### src/rtl/seq_left_shifter_pkg.sv
// Shared types and sizes for the sequential left shifter.
// Build option: LSHIFT_ROTATE_EN adds a per-request rotate mode.
package seq_left_shifter_pkg;

  localparam int DATA_W  = 32;
  localparam int SHAMT_W = $clog2(DATA_W);
  localparam int CNT_W   = $clog2(SHAMT_W);

  typedef enum logic [1:0] {
    IDLE,
    SHIFT,
    DONE
  } state_t;

endpackage

### src/rtl/seq_left_shifter_if.sv
// Request/result handshake bundle for the left shifter.
// Build option: LSHIFT_ROTATE_EN adds in_rotate.
interface seq_left_shifter_if
  import seq_left_shifter_pkg::*;
#(
  parameter int WIDTH = DATA_W
);

  logic               in_valid;
  logic               in_ready;
  logic [WIDTH-1:0]   in_data;
  logic [SHAMT_W-1:0] in_shamt;
`ifdef LSHIFT_ROTATE_EN
  logic               in_rotate;
`endif
  logic               out_valid;
  logic               out_ready;
  logic [WIDTH-1:0]   out_data;

`ifdef LSHIFT_ROTATE_EN
  modport master (
    output in_valid, in_data, in_shamt,
    output in_rotate, out_ready,
    input  in_ready, out_valid, out_data
  );
  modport slave (
    input  in_valid, in_data, in_shamt,
    input  in_rotate, out_ready,
    output in_ready, out_valid, out_data
  );
`else
  modport master (
    output in_valid, in_data, in_shamt,
    output out_ready,
    input  in_ready, out_valid, out_data
  );
  modport slave (
    input  in_valid, in_data, in_shamt,
    input  out_ready,
    output in_ready, out_valid, out_data
  );
`endif

endinterface

### src/rtl/seq_left_shifter_lshift_stage.sv
// One power-of-two left shift/rotate stage.
// Pure combinational; enable=0 passes data through.
module lshift_stage #(
  parameter int WIDTH = 32,
  parameter int DIST  = 1
) (
  input  logic [WIDTH-1:0] data_in,
  input  logic             enable,
  input  logic             rotate,
  output logic [WIDTH-1:0] data_out
);

  logic [WIDTH-1:0] shl;
  logic [WIDTH-1:0] rol;

  assign shl = data_in << DIST;
  assign rol = shl | (data_in >> (WIDTH - DIST));

  assign data_out = !enable ? data_in :
                    rotate  ? rol     : shl;

endmodule

### src/rtl/seq_left_shifter.sv
// Multi-cycle logical left shifter, one 2^k stage per clock.
// Build option: LSHIFT_ROTATE_EN enables per-request rotate.
module seq_left_shifter
  import seq_left_shifter_pkg::*;
#(
  parameter int WIDTH = DATA_W
) (
  input  logic         clk,
  input  logic         rst_n,
  seq_left_shifter_if.slave bus
);

  localparam logic [CNT_W-1:0] LAST = CNT_W'(SHAMT_W - 1);

  state_t             state;
  logic [WIDTH-1:0]   work;
  logic [WIDTH-1:0]   nxt;
  logic [SHAMT_W-1:0] shamt_q;
  logic [CNT_W-1:0]   cnt;
  logic               vld;
  logic               rot_q;
  logic               accept;
  logic [WIDTH-1:0]   stg [SHAMT_W];

  assign bus.in_ready  = (state == IDLE) ||
                         (state == DONE && bus.out_ready);
  assign accept        = bus.in_valid && bus.in_ready;
  assign bus.out_valid = vld;
  assign bus.out_data  = work;

  for (genvar k = 0; k < SHAMT_W; k++) begin : g_stg
    lshift_stage #(
      .WIDTH (WIDTH),
      .DIST  (1 << k)
    ) u_stg (
      .data_in  (work),
      .enable   (shamt_q[k]),
      .rotate   (rot_q),
      .data_out (stg[k])
    );
  end

  // Select the stage output that belongs to the current cycle
  always_comb begin
    nxt = work;
    for (int k = 0; k < SHAMT_W; k++) begin
      if (cnt == CNT_W'(k)) nxt = stg[k];
    end
  end

`ifdef LSHIFT_ROTATE_EN
  // Rotate mode is captured with the request
  always_ff @(posedge clk or negedge rst_n) begin
    if (!rst_n)      rot_q <= 1'b0;
    else if (accept) rot_q <= bus.in_rotate;
  end
`else
  assign rot_q = 1'b0;
`endif

  // Control FSM and datapath registers
  always_ff @(posedge clk or negedge rst_n) begin
    if (!rst_n) begin
      state   <= IDLE;
      work    <= '0;
      shamt_q <= '0;
      cnt     <= '0;
      vld     <= 1'b0;
    end else if (accept) begin
      state   <= SHIFT;
      work    <= bus.in_data;
      shamt_q <= bus.in_shamt;
      cnt     <= '0;
      vld     <= 1'b0;
    end else begin
      unique case (state)
        IDLE: ;
        SHIFT: begin
          work <= nxt;
          if (cnt == LAST) begin
            cnt   <= '0;
            state <= DONE;
            vld   <= 1'b1;
          end else begin
            cnt <= cnt + 1'b1;
          end
        end
        DONE: begin
          if (bus.out_ready) begin
            vld   <= 1'b0;
            state <= IDLE;
          end
        end
        default: state <= IDLE;
      endcase
    end
  end

endmodule
### src/flat_wrapper.sv
// flat-port wrapper written by rule: the top's interface ports become plain ports
module seq_left_shifter_flat import seq_left_shifter_pkg::*;
#(
  parameter int WIDTH = DATA_W
)
  (clk, rst_n, bus_in_valid, bus_in_data, bus_in_shamt, bus_out_ready, bus_in_ready, bus_out_valid, bus_out_data);
  seq_left_shifter_if #(.WIDTH(WIDTH)) bus_i ();
  input  logic clk;
  input  logic rst_n;
  input wire logic [$bits(bus_i.in_valid)-1:0] bus_in_valid;
  input wire logic [$bits(bus_i.in_data)-1:0] bus_in_data;
  input wire logic [$bits(bus_i.in_shamt)-1:0] bus_in_shamt;
  input wire logic [$bits(bus_i.out_ready)-1:0] bus_out_ready;
  output wire logic [$bits(bus_i.in_ready)-1:0] bus_in_ready;
  output wire logic [$bits(bus_i.out_valid)-1:0] bus_out_valid;
  output wire logic [$bits(bus_i.out_data)-1:0] bus_out_data;
  assign bus_i.in_valid = bus_in_valid;
  assign bus_i.in_data = bus_in_data;
  assign bus_i.in_shamt = bus_in_shamt;
  assign bus_i.out_ready = bus_out_ready;
  assign bus_in_ready = bus_i.in_ready;
  assign bus_out_valid = bus_i.out_valid;
  assign bus_out_data = bus_i.out_data;
  seq_left_shifter #(.WIDTH(WIDTH)) u_core (.clk(clk), .rst_n(rst_n), .bus(bus_i));
endmodule
### config.mk
export PLATFORM = sky130hd
export DESIGN_NAME = seq_left_shifter_flat
export DESIGN_NICKNAME = d
export VERILOG_FILES = /design/src/rtl/seq_left_shifter_pkg.sv /design/src/rtl/seq_left_shifter_if.sv /design/src/rtl/seq_left_shifter_lshift_stage.sv /design/src/rtl/seq_left_shifter.sv /design/src/flat_wrapper.sv
export SDC_FILE = /design/constraint.sdc
export NUM_CORES = 1
export LEC_CHECK = 0
export CORE_AREA = 2 2 86 96
export DETAILED_ROUTE_END_ITERATION = 8
export DIE_AREA = 0 0 88 98
export HOLD_SLACK_MARGIN = 0.02
export PLACE_DENSITY_LB_ADDON = 0.1
export REMOVE_ABC_BUFFERS = 1
export SLEW_MARGIN = 10
export SYNTH_ARGS = -nofsm -noshare
export SYNTH_HDL_FRONTEND = slang
export SYNTH_SLANG_ARGS = --single-unit
### constraint.sdc
create_clock -name clk -period 2.4 [get_ports clk]
set_input_delay 0.36 -clock clk [delete_from_list [all_inputs] [get_ports clk]]
set_output_delay 0.36 -clock clk [all_outputs]
set_load 0.02 [all_outputs]
# --- After elaboration in Yosys (flattened, before gate mapping) ---
# Cells that the tools add are included.
totals:
  regBits: 43
  in_bits: 41
  output_inout_bits: 34
  elab_cells: 54
op_classes:
  add_sub_neg: 1
  n_eq_ne: 13
  muxes: 23
  reduce_logical: 12
op_table:
  columns: ["cell", "n"]
  rows:
  - ["2-to-1 mux 32 bit", 12]
  - ["nonzero test 6 bit", 2]
  - ["2-to-1 mux 3 bit", 3]
  - ["AND reduction 7 bit", 1]
  - ["equality test 3 x 2 -> 1 bit (second input constant)", 2]
  - ["2-to-1 mux 2 bit", 3]
  - ["inequality test 3 x 1 -> 1 bit (second input constant)", 2]
  - ["inequality test 6 x 4 -> 1 bit (second input constant)", 1]
  - ["case mux 2 bit (3 select lines)", 1]
  - ["AND reduction 3 bit", 2]
  - ["inequality test 5 x 3 -> 1 bit (second input constant)", 1]
  - ["inequality test 4 x 2 -> 1 bit (second input constant)", 1]
  - ["adder 3 x 1 -> 3 bit (second input constant)", 1]
  - ["equality test 3 x 1 -> 1 bit (second input constant)", 1]
  - ["equality test 3 bit (second input constant)", 1]
  - ["logical NOT 3 bit", 1]
  - ["2-to-1 mux 1 bit", 3]
  - ["inequality test 3 x 2 -> 1 bit (second input constant)", 1]
  - ["nonzero test 3 bit", 1]
  - ["equality test 2 x 1 -> 1 bit (second input constant)", 1]
  - ["equality test 2 bit (second input constant)", 1]
  - ["logical AND 1 bit", 2]
  - ["logical NOT 2 bit", 1]
  - ["inequality test 2 x 1 -> 1 bit (second input constant)", 1]
  - ["other kinds (3)", 3]

# --- Logic depth before layout (Yosys ltp) ---
# Gate-level depths: netlist (run 1).
logic_depth:
  ltp_word: 8
  depth_mapped: 11

# --- By module ---
# From an unflattened synthesis (run 1), not the netlist that was laid out.
hier_totals:
  hier_cells: 718
  hier_area_um2: 6038.3
modules_own_cells:
  columns: ["module", "n_inst", "cells_each", "area_per_inst_um2", "seq_area_each_um2"]
  rows:
  - ["seq_left_shifter", 1, 490, 3623.5, 1076.0]
  - ["lshift_stage at u_core.g_stg[0].u_stg", 1, 38, 539.3, 0.0]
  - ["lshift_stage at u_core.g_stg[1].u_stg", 1, 40, 525.5, 0.0]
  - ["lshift_stage at u_core.g_stg[2].u_stg", 1, 44, 515.5, 0.0]
  - ["lshift_stage at u_core.g_stg[3].u_stg", 1, 53, 424.2, 0.0]
  - ["lshift_stage at u_core.g_stg[4].u_stg", 1, 53, 410.4, 0.0]

# --- Least setup slack after synthesis (run 1) ---
# Ideal clock, no wire load.
synth_path:
  kind: "register to register"
  start: "register u_core.cnt[2]"
  end: "register u_core.work[23] (netlist: u_core.bus.out_data[23])"
  setup_ps: 140
  arrival_ps: 2135
  setup_slack_ps: 125
  stages_incl_launch_ff: 12
  path_buffers: 5
  path_cell_list: "dfrtp_1 > buf_2 > buf_1 > inv_1 > ha_1 > buf_2 > inv_1 > o311a_4 > buf_2 > buf_6 > a311oi_1 > a41oi_1"
synth_between:
  elab_chain_len: 7
  elab_cells_between_ends: 18
synth_lines:
  columns: ["element", "line_no", "rtl"]
  rows:
  - ["start, declared", "seq_left_shifter.sv:19", "logic [CNT_W-1:0] cnt;"]
  - ["start signal, assigned", "seq_left_shifter.sv:85", "cnt <= cnt + 1'b1;"]
  - ["equality test 3 x 1 -> 1 bit", "seq_left_shifter.sv:47", "if (cnt == CNT_W'(k)) nxt = stg[k];"]
  - ["2-to-1 mux 32 bit (4 in a row)", "seq_left_shifter.sv:47", null]
  - ["2-to-1 mux 32 bit", "seq_left_shifter.sv:76", "unique case (state)"]
  - ["2-to-1 mux 32 bit", "seq_left_shifter.sv:69", "end else if (accept) begin"]
  - ["end signal, assigned", "seq_left_shifter.sv:71", "work <= bus.in_data;"]
  - ["end signal, assigned", "seq_left_shifter.sv:79", "work <= nxt;"]
  - ["end, declared", "seq_left_shifter.sv:16", "logic [WIDTH-1:0] work;"]
# Parallel ways exist; a longest one is shown, timed or not. The select of a mux whose other input is x is not followed.
# A chain may end at the register's enable or synchronous reset.

# --- Final worst setup path (run 1) ---
layout_path:
  start: "register u_core.state[0]"
  end: "output port bus_in_ready"
layout_between:
  elab_chain_len: 3
  elab_cells_between_ends: 4
layout_lines:
  columns: ["element", "line_no", "rtl"]
  rows:
  - ["start, declared", "seq_left_shifter.sv:15", "state_t state;"]
  - ["start signal, assigned", "seq_left_shifter.sv:64", "state <= IDLE;"]
  - ["start signal, assigned", "seq_left_shifter.sv:70", "state <= SHIFT;"]
  - ["start signal, assigned", "seq_left_shifter.sv:82", "state <= DONE;"]
  - ["equality test 2 bit", "seq_left_shifter.sv:26", "(state == DONE && bus.out_ready);"]
  - ["logical AND 1 bit", "seq_left_shifter.sv:26", null]
  - ["logical OR 1 bit *", "seq_left_shifter.sv:25", "assign bus.in_ready = (state == IDLE) ||"]
  - ["end, declared", "flat_wrapper.sv:14", "output wire logic [$bits(bus_i.in_ready)-1:0] bus_in_ready;"]
# Mark *: on every way between the ends. The rest lies on a longest branch, timed or not.

==> results.yml, run 1 <==
status:
  status: "finished, final reports clean"
sta:
  postLayoutSetupSlackWorst_ps: 193
  tightest_slew_ps: 529
  hold_violations: 0
  setup_violations: 0
  slew_viol_final: 0
  rsz0062_at_grt: "false"
  min_period_over_period_pct: 92.0
  max_slew_margin_pct: 64.7
  skew_ps: 7.60
  period_needed_ps: 2210
  clock.fmax_mhz: 453
floorplanning:
  die_h_um: 98
  placementRows: 34
  die_w_um: 88
  dieArea_um2: 8620
  initial_core_util_pct: 45.7
  ios: 75
  coreArea_um2: 7700
placement:
  port_buffers: 74
  dpl-instance-area_um2: 4340
  place_ws_ps: 286
  dp_hpwl_um: 7610
  finalWeightedCongestion: 0.876
cts:
  cts_buffers: 5
  cts_tree: "built"
  clk_pin_slew_worst_paths_ps: 90
  holdBufCountCts: 0
  cts_buffer_depth: 2
  root_buffer: "clkbuf_8"
  clk_latency_ps: 300
  clkSinkCount: 43
  h-tree-depth: 2
  post_cts_resized: 0
  postCtsSetupRepairBufs: 0
detailed_routing:
  drt_wl_total_um: 11500
  wl_per_cell_um: 19.3
  drt-initial-drc-count: 379
  routed-via-count: 3761
  dr.pass1.iters: 5
  ant_nets: 0
  via_per_inst: 6.29
  route.detailed.drc: 0
worst_setup_path:
  path_class: "reg2out"
  path_max_fanout: 5
  worstPathRequired_ps: 2040
  startpoint_type: "register"
  end_kind: "output pin"
  cp_slowest_stage_delay_ps: 630
  crit_slowest_cell: "clkdlybuf4s50_1"
  critPathArrivalTime_ps: 1850
  crit_chain: "inv_1, ha_1, a21o_1, clkdlybuf4s50_1"
power_and_ir_drop:
  p_leak_nw: 1.70
  ir_drop_mv: 0.804
  switchingPower_mw: 3.40
  power.total_mw: 6.81
  seqPwrFrac_pct: 24.6
  clock_power_share_pct: 7.2
  cellPowerDensity_nw_per_um2: 1540
  p_int_mw: 3.41
  switching_share_pct: 49.9
  pwr-share-comb_pct: 68.2
layout:
  areaGrowthSynthToFinish_pct: 25.6
  final_layout_size_suffix_gt1_share_pct: 8.98
  fin_area_um2: 4430
  utilization_pct: 57.5
  final_common_cell: "nand2_1"
  antennaDiodeCount: 0
  fillCellCount: 735
  final_cell_mix: "nand2_1 (79), clkdlybuf4s50_1 (73), dfrtp_1 (43)"
  nNetsFinal: 539
grt:
  met3_usage_pct: 3.89
  overflow: 0
  grt_pass1_wl_um: 19200
  grt_max_degree: 53
  use_met2_pct: 45.9
  antenna_found_initial: 0
  track_usage_pct: 28.0
  gr-usage-met1_pct: 37.9
  grt_pass1_vias: 3650
  top_usage_layer: "met2"
logic_synthesis:
  yosysTopAreaCell: "dfrtp_1"
  synth_area_um2: 3520
  synth_top_area_share_pct: 30.6
  yosysSeqAreaShare_pct: 30.6
  synth_seq_cells: 43
  netlist_top_cells_area: "dfrtp_1 (31%), nand2_1 (8.4%), a311oi_1 (7.0%)"
  syn-instance-count: 438
  yosysWarningCount: 0
  synth_area_per_cell_um2: 8.04
  yosysUniqueCellTypes: 37
flow_run:
  drv_cap: 0
worst_hold_path:
  hold_class: "in2async"
-- sequential cells by signal (all words and copies together) (netlist names) --
name / cells
u_core.cnt: 3
u_core.bus.out_data: 32
u_core.bus.out_valid: 1
u_core.shamt_q: 5
u_core.state: 2
-- synth_stat cells --
cell type and number:
nor2b_1 1, nand3_1 18, a31o_4 1, buf_6 5
nand3b_1 25, a21o_1 26, o22ai_1 1, a41oi_1 16
o32ai_1 1, mux2i_1 1, o21ai_0 5, dfrtp_1 43
mux2_2 6, and2_1 1, buf_1 4, nor3_1 1
nor3b_1 2, nand4_1 1, clkbuf_1 23, a21bo_2 2
a22o_1 2, o311a_4 1, ha_1 8, a32o_1 2
o211ai_1 28, nand2b_1 18, a21oi_1 31, a21oi_2 1
buf_2 17, a31oi_1 12, a311oi_1 28, nor2_1 9
inv_1 13, nand2_1 79, o21bai_1 1, and2_4 1
a221oi_1 4
-- worst max-delay path: cells and delay by family, from the launching register on --
kind / cells / cell delay, ps
AOI/OAI and AO/OA: 1 / 220
adders and majority gates: 1 / 200
buffers and inverters: 2 / 720
DFF: 1 / 410
-- stage by stage --
stage	setup TNS (ps)	instances	hold slack (ps)
6_report	0	598	29.1
5_1_grt	0	598	48.0
4_1_cts	0	598	37.3
3_5_place_dp	0	591	356
3_3_place_gp	0	591	359
2_1_floorplan	-49800	389	64.4
-- power by group through the flow --
stage	clock, mW	sequential (mW)	combinational (mW)
5_1_grt	0.522	1.72	5.10
6_report	0.491	1.68	4.64
4_1_cts	0.498	1.66	4.62
3_3_place_gp	0	1.67	4.54
3_5_place_dp	0	1.68	4.60
2_1_floorplan	0	1.83	2.62
-- final cells by class --
| cell class | count | area (um2) | area share [%] |
|---|---|---|---|
| Clock buffer | 6 | 82.6 | 1.87 |
| Clock inverter | 1 | 5.00 | 0.113 |
| Inverter | 13 | 48.8 | 1.10 |
| Multi-Input combinational cell | 333 | 2170 | 49.0 |
| Sequential cell | 43 | 1080 | 24.3 |
| Tap cell | 108 | 135 | 3.05 |
| Timing Repair Buffer | 94 | 911 | 20.6 |
-- per-layer routing --
metal	wire length, um	share of wire, %
met5	0	0
met4	261	2.3
met3	691	6.0
met2	5760	50
met1	4820	42
-- worst paths after layout --
path | endpoint | cells past startpoint | slack, ps | from
min in group clk | u_core.shamt_q[1] | 2 | 480 | u_core.shamt_q[1]
setup reg to reg | u_core.bus.out_data[24] | 7 | 310 | u_core.cnt[0]
max in group asynchronous | u_core.bus.out_data[7] | 2 | 2150 | rst_n
setup / recovery | bus_in_ready | 4 | 190 | u_core.state[0]
hold / removal | u_core.bus.out_data[26] | 2 | 30 | rst_n
hold reg to reg | u_core.shamt_q[1] | 2 | 480 | u_core.shamt_q[1]
-- kinds of logic after synthesis --
logic type                 after synthesis  share of synthesized area [%]
AOI/OAI and AO/OA                      162                           34.3
adders and majority gates                8                           2.84
buffers and inverters                   62                           8.28
and+or+nand+nor                        156                           21.8
muxes                                    7                           2.20
DFF                                     43                           30.6
No activity file was read; power rests on OpenSTA's default activity.
==> run 2: changes to the inputs <==
--- a/config.mk
+++ b/config.mk
@@ -8,7 +8,6 @@
 export CORE_AREA = 2 2 86 96
 export DETAILED_ROUTE_END_ITERATION = 8
 export DIE_AREA = 0 0 88 98
-export HOLD_SLACK_MARGIN = 0.02
 export PLACE_DENSITY_LB_ADDON = 0.1
 export REMOVE_ABC_BUFFERS = 1
 export SLEW_MARGIN = 10
==> results of run 2 <==
The final DEF is identical to that of run 1; final timing and power are the same.
